[src/rtl/lu_arbiter_if.sv]
// Handshake bundle for lu_arbiter: two command ports and one result port.
// The master modport is the requester/consumer side and the slave modport is the arbiter side.
interface lu_arbiter_if #(parameter int WIDTH = 4);
    logic             req0_valid;
    logic             req0_ready;
    logic [WIDTH-1:0] req0_a;
    logic [WIDTH-1:0] req0_b;
    logic [1:0]       req0_op;
    logic             req1_valid;
    logic             req1_ready;
    logic [WIDTH-1:0] req1_a;
    logic [WIDTH-1:0] req1_b;
    logic [1:0]       req1_op;
    logic             res_valid;
    logic             res_ready;
    logic [WIDTH-1:0] res_data;
    logic             res_id;
    logic             res_zero;

    modport master (
        output req0_valid, req0_a, req0_b, req0_op,
        output req1_valid, req1_a, req1_b, req1_op,
        output res_ready,
        input  req0_ready, req1_ready,
        input  res_valid, res_data, res_id, res_zero
    );

    modport slave (
        input  req0_valid, req0_a, req0_b, req0_op,
        input  req1_valid, req1_a, req1_b, req1_op,
        input  res_ready,
        output req0_ready, req1_ready,
        output res_valid, res_data, res_id, res_zero
    );
endinterface

[src/rtl/lu_arbiter.sv]
// Two-port arbiter in front of a shared MOV/XOR/OR/AND unit with a one-deep registered result.
// The default build uses round-robin arbitration. Defining LU_ARB_FIXED_PRIO_EN gives port 0 fixed priority.
module lu_arbiter_lane #(parameter int WIDTH = 4) (
    input  logic [WIDTH-1:0] a,
    input  logic [WIDTH-1:0] b,
    input  logic [1:0]       op,
    output logic [WIDTH-1:0] y
);
    always_comb begin
        y = '0;
        case (op)
            2'b00:   y = b;
            2'b01:   y = a ^ b;
            2'b10:   y = a | b;
            default: y = a & b;
        endcase
    end
endmodule

module lu_arbiter #(parameter int WIDTH = 4) (
    input  logic        clk,
    input  logic        rst_n,
    lu_arbiter_if.slave bus
);
    typedef enum logic {IDLE, FULL} state_t;

    state_t                 state;
    logic                   last_grant;
    logic                   can_accept;
    logic [1:0]             vld;
    logic [1:0]             gnt;
    logic [1:0][WIDTH-1:0]  a_l;
    logic [1:0][WIDTH-1:0]  b_l;
    logic [1:0][1:0]        op_l;
    logic [1:0][WIDTH-1:0]  y_l;
    logic [WIDTH-1:0]       y_sel;

    assign vld  = {bus.req1_valid, bus.req0_valid};
    assign a_l  = {bus.req1_a, bus.req0_a};
    assign b_l  = {bus.req1_b, bus.req0_b};
    assign op_l = {bus.req1_op, bus.req0_op};

    // Each port gets its own unit so the result mux is the only logic that depends on the grant.
    for (genvar i = 0; i < 2; i++) begin : g_lane
        lu_arbiter_lane #(.WIDTH(WIDTH)) u_lane (
            .a  (a_l[i]),
            .b  (b_l[i]),
            .op (op_l[i]),
            .y  (y_l[i])
        );
    end

    assign can_accept = (state == IDLE) | bus.res_ready;

`ifdef LU_ARB_FIXED_PRIO_EN
    assign gnt[0] = can_accept & vld[0];
    assign gnt[1] = can_accept & vld[1] & ~vld[0];
`else
    // On a tie, the port that was not granted last time wins.
    assign gnt[0] = can_accept & vld[0] & (~vld[1] | last_grant);
    assign gnt[1] = can_accept & vld[1] & (~vld[0] | ~last_grant);
`endif

    assign bus.req0_ready = gnt[0];
    assign bus.req1_ready = gnt[1];
    assign y_sel          = gnt[1] ? y_l[1] : y_l[0];

    always_ff @(posedge clk) begin
        if (!rst_n) begin
            state         <= IDLE;
            last_grant    <= 1'b1;
            bus.res_valid <= 1'b0;
            bus.res_data  <= '0;
            bus.res_id    <= 1'b0;
            bus.res_zero  <= 1'b1;
        end else if (|gnt) begin
            // A grant reloads the result register, even when the old result is being delivered on the same edge.
            state         <= FULL;
            last_grant    <= gnt[1];
            bus.res_valid <= 1'b1;
            bus.res_data  <= y_sel;
            bus.res_id    <= gnt[1];
            bus.res_zero  <= (y_sel == '0);
        end else if (state == FULL && bus.res_ready) begin
            state         <= IDLE;
            bus.res_valid <= 1'b0;
        end
    end
endmodule

[src/flat_wrapper.sv]
// flat-port wrapper written by rule: the top's interface ports become plain ports
module lu_arbiter_flat 
#(parameter int WIDTH = 4)
  (clk, rst_n, bus_req0_valid, bus_req0_a, bus_req0_b, bus_req0_op, bus_req1_valid, bus_req1_a, bus_req1_b, bus_req1_op, bus_res_ready, bus_req0_ready, bus_req1_ready, bus_res_valid, bus_res_data, bus_res_id, bus_res_zero);
  lu_arbiter_if #(.WIDTH(WIDTH)) bus_i ();
  input  logic clk;
  input  logic rst_n;
  input wire logic [$bits(bus_i.req0_valid)-1:0] bus_req0_valid;
  input wire logic [$bits(bus_i.req0_a)-1:0] bus_req0_a;
  input wire logic [$bits(bus_i.req0_b)-1:0] bus_req0_b;
  input wire logic [$bits(bus_i.req0_op)-1:0] bus_req0_op;
  input wire logic [$bits(bus_i.req1_valid)-1:0] bus_req1_valid;
  input wire logic [$bits(bus_i.req1_a)-1:0] bus_req1_a;
  input wire logic [$bits(bus_i.req1_b)-1:0] bus_req1_b;
  input wire logic [$bits(bus_i.req1_op)-1:0] bus_req1_op;
  input wire logic [$bits(bus_i.res_ready)-1:0] bus_res_ready;
  output wire logic [$bits(bus_i.req0_ready)-1:0] bus_req0_ready;
  output wire logic [$bits(bus_i.req1_ready)-1:0] bus_req1_ready;
  output wire logic [$bits(bus_i.res_valid)-1:0] bus_res_valid;
  output wire logic [$bits(bus_i.res_data)-1:0] bus_res_data;
  output wire logic [$bits(bus_i.res_id)-1:0] bus_res_id;
  output wire logic [$bits(bus_i.res_zero)-1:0] bus_res_zero;
  assign bus_i.req0_valid = bus_req0_valid;
  assign bus_i.req0_a = bus_req0_a;
  assign bus_i.req0_b = bus_req0_b;
  assign bus_i.req0_op = bus_req0_op;
  assign bus_i.req1_valid = bus_req1_valid;
  assign bus_i.req1_a = bus_req1_a;
  assign bus_i.req1_b = bus_req1_b;
  assign bus_i.req1_op = bus_req1_op;
  assign bus_i.res_ready = bus_res_ready;
  assign bus_req0_ready = bus_i.req0_ready;
  assign bus_req1_ready = bus_i.req1_ready;
  assign bus_res_valid = bus_i.res_valid;
  assign bus_res_data = bus_i.res_data;
  assign bus_res_id = bus_i.res_id;
  assign bus_res_zero = bus_i.res_zero;
  lu_arbiter #(.WIDTH(WIDTH)) u_core (.clk(clk), .rst_n(rst_n), .bus(bus_i));
endmodule
[config.mk]
export PLATFORM = sky130hd
export DESIGN_NAME = lu_arbiter_flat
export DESIGN_NICKNAME = d
export VERILOG_FILES = /design/src/rtl/lu_arbiter_if.sv /design/src/rtl/lu_arbiter.sv /design/src/flat_wrapper.sv
export SDC_FILE = /design/constraint.sdc
export NUM_CORES = 1
export LEC_CHECK = 0
export ABC_AREA = 1
export CELL_PAD_IN_SITES_DETAIL_PLACEMENT = 1
export CELL_PAD_IN_SITES_GLOBAL_PLACEMENT = 2
export CORE_MARGIN = 2
export CORE_UTILIZATION = 25
export CTS_BUF_LIST = sky130_fd_sc_hd__clkbuf_8
export CTS_CLUSTER_SIZE = 14
export DETAILED_ROUTE_END_ITERATION = 16
export PLACE_DENSITY_LB_ADDON = 0.3
export SKIP_CTS_REPAIR_TIMING = 1
export SLEW_MARGIN = 20
export SYNTH_ARGS = -nofsm -noshare
export SYNTH_HDL_FRONTEND = slang
export SYNTH_HIERARCHICAL = 1
export SYNTH_SLANG_ARGS = --single-unit
[constraint.sdc]
create_clock -name clk -period 1.89 [get_ports clk]
set_clock_uncertainty 0.15 [all_clocks]
set_input_delay 0.4725 -clock clk [delete_from_list [all_inputs] [get_ports clk]]
set_output_delay 0.4725 -clock clk [all_outputs]
set_load 0.05 [all_outputs]
==> results.cfg <==
[worst_setup_path]
worst_ep_arrival_time_ps = 1780
cp_slowest_stage_delay_ps = 500
critical_path.reg2reg.startpoint = u_core/state
setup.worst_path.class = input port to flop
cp_cell_sequence = clkdlybuf4s50_1, inv_2, ha_4, nand3_1, nand4_1, nand4_1, nand2_2, nor2_2, nand3_1, nand2_1
path_buf_inv = 2
cp-start-kind = input port
category_of_the_worst_setup_path_capture_point = flop
worstSetupStartpoint = bus_req1_a[2]
ff2ff_setup_slack_ps = 310
critical_path_peak_fanout = 2
worst-endpoint-required_ps = 1860
crit_path_top_delay_cell = sky130_fd_sc_hd__clkdlybuf4s50_1
critical-path-top-delay-family = buffers and inverters

[clocking]
tritoncts = yes
clk_latency_ps = 230
cts_inserted_buffers = 3
max-clock-path-buffers = 2
cts.htree.levels = 1
clock-root-buffer = sky130_fd_sc_hd__clkbuf_8
cts.reportedPaths.clkPinSlew_ps = 40
clock-sinks = 8

[synthesis]
synthCells = 138
synth-seq-area-share = 0.164
ys_seq_elements = 8
average_instance_area_after_synthesis_um2 = 7.09
yosysWarnings = 6
netlist_area_before_placement_um2 = 978
postSynthNetCount = 179
synthDistinctLibCells = 21

[layout]
antennaDiodeCount = 0
final_net_count = 241
fraction_of_final_layout_cells_with_drive_strength_greater_than_1 = 0.323
synthToLayoutAreaGrowth_pct = 76.5
layout.cell_area.non_filler_mm2 = 0.00173
mostFrequentLayoutCells = sky130_fd_sc_hd__buf_4, sky130_fd_sc_hd__inv_1, sky130_fd_sc_hd__dlymetal6s2s_1
most_common_cell_after_layout_fill_and_taps_aside = sky130_fd_sc_hd__buf_4
n_fill_cell = 465

[sta]
timing_max_transition_violations_final = 0
layout_min_cycle_time_ps = 1820
timing.final.crit_share = 0.961
timing.setup.tns_ps = 0
final-hold-violation-count = 0
final.hold.worst_slack_ps = 326
timing.max_slew.rel_slack = 0.836
rsz0062_at_grt = false
final-setup-viol-count = 0
tightestPinTransition_ps = 245
fmax_ghz = 0.551

[floorplanning]
floorplan.die.height_um = 66.6
dieArea_mm2 = 0.00443
floorplan.die.width_um = 66.6
coreArea_mm2 = 0.00372
io_pins = 34
starting_utilization_of_the_core_area = 0.263
placementRows = 22

[grt]
grt.overflow.total = 0
grt_use_total = 0.137
grt_pass1_vias = 1165
grt_use_met2 = 0.275
grtUsageMet1 = 0.137
gr-usage-met3 = 0.0389
grt_most_used_layer = met2
grt_first_pass_wirelength_um = 4760
maximum_number_of_pins_on_one_net_before_global_route_repair = 11
antenna_found_initial = 0

[drt]
routedWlPerCell_um = 11.6
detail_route.wirelength_um = 2860
drc = 0
vias = 1121
vias_per_cell = 4.56
dr.pass1.iters = 2
dr.first_iter.drc_count = 21
antenna_violation_net_count_after_detailed_routing = 0

[placed_design]
hpwl_after_detailed_placement_um = 2380
numPortBuffers = 33
placement.cell_area_mm2 = 0.00158
gpl.final_weighted_congestion = 0.768

[flow_run]
cap_viol_max_count = 0

[status]
run_status = finished clean

[hold_path]
hold_start = u_core/bus.res_zero
timing.hold.worst.class = flop to flop

[pwr]
total_leakage_power_nw = 1.04
cellPowerDensity_mw_per_mm2 = 468
worst_ir_drop_vdd_mv = 0.192
total_power_w = 0.000808
per-layer routing:
layer  vias to the layer above  routed length (um)
met5                         -                   0
met4                         0                   0
met3                         0                 112
met2                        24                1610
met1                       525                1140
li1                        572                   -
flip-flops by register name, summed over array words and instances (netlist names):
name,cells
u_core/bus.res_data,4
u_core/bus.res_id,1
u_core/bus.res_zero,1
u_core/last_grant,1
u_core/state,1
cells in the mapped netlist:
cell type	number	area (um^2)
sky130_fd_sc_hd__a21o_1	1	7.51
sky130_fd_sc_hd__a21oi_1	3	15.0
sky130_fd_sc_hd__buf_6	4	45.0
sky130_fd_sc_hd__dfxtp_1	8	160
sky130_fd_sc_hd__ha_1	16	200
sky130_fd_sc_hd__inv_1	28	105
sky130_fd_sc_hd__inv_2	4	15.0
sky130_fd_sc_hd__nand2_1	20	75.1
sky130_fd_sc_hd__nand2_2	3	18.8
sky130_fd_sc_hd__nand2_4	1	11.3
sky130_fd_sc_hd__nand3_1	17	85.1
sky130_fd_sc_hd__nand3_2	1	10.0
sky130_fd_sc_hd__nand3b_1	8	60.1
sky130_fd_sc_hd__nand4_1	11	68.8
sky130_fd_sc_hd__nor2_1	2	7.51
sky130_fd_sc_hd__nor2_8	2	40.0
sky130_fd_sc_hd__o211ai_1	1	7.51
sky130_fd_sc_hd__o21a_1	2	15.0
sky130_fd_sc_hd__o21ai_0	4	20.0
sky130_fd_sc_hd__o21ai_1	1	5.00
sky130_fd_sc_hd__or2_1	1	6.26
logic make-up (layout without fill, tap and decap cells):
family | Yosys count | in the layout | synth area share
adders and majority gates | 16 | 16 | 0.205
DFF | 8 | 8 | 0.164
buffers and inverters | 36 | 96 | 0.169
and+or+nand+nor | 66 | 66 | 0.391
AOI/OAI and AO/OA | 12 | 12 | 0.0716
final cells by class:
| type | instances | area (um^2) | area share |
|---|---|---|---|
| clock buffers | 3 | 41.3 | 0.0239 |
| repair buffers | 61 | 638 | 0.370 |
| well taps | 48 | 60.1 | 0.0348 |
| multi-input cells | 94 | 707 | 0.409 |
| flip-flops and latches | 8 | 160 | 0.0928 |
| inverters | 32 | 120 | 0.0696 |
power breakdown:
part           internal, W  switching [W]
registers         0.000187      0.0000112
clock network     0.000138      0.0000671
logic             0.000189       0.000216
total             0.000514       0.000294
through the flow:
step / utilization / cells / setup WS (ps)
3_3_place_gp: 0.424 / 241 / -288
5_1_grt: 0.465 / 246 / 0.404
6_report: 0.465 / 246 / 74.4
4_1_cts: 0.435 / 244 / -171
3_5_place_dp: 0.424 / 241 / -314
2_1_floorplan: - / 138 / 78.5
final timing paths:
kind | depth (start not counted) | endpoint
worst min register to register | 2 | u_core/bus.res_zero
worst min-delay path | 2 | u_core/bus.res_zero
worst max register to register | 9 | u_core/bus.res_data[3]
worst max-delay path | 10 | u_core/bus.res_zero
worst reg2reg max path, cell delays in order, from the launching register on:
cell and delay (ps):
sky130_fd_sc_hd__dfxtp_1 410, sky130_fd_sc_hd__nand2_4 100, sky130_fd_sc_hd__buf_4 140, sky130_fd_sc_hd__buf_4 130, sky130_fd_sc_hd__nand2_1 60, sky130_fd_sc_hd__nand2_2 120
sky130_fd_sc_hd__nand2_2 110, sky130_fd_sc_hd__nor2_4 40, sky130_fd_sc_hd__or2_1 220, sky130_fd_sc_hd__inv_1 50
(Power assumes the default switching activity.)
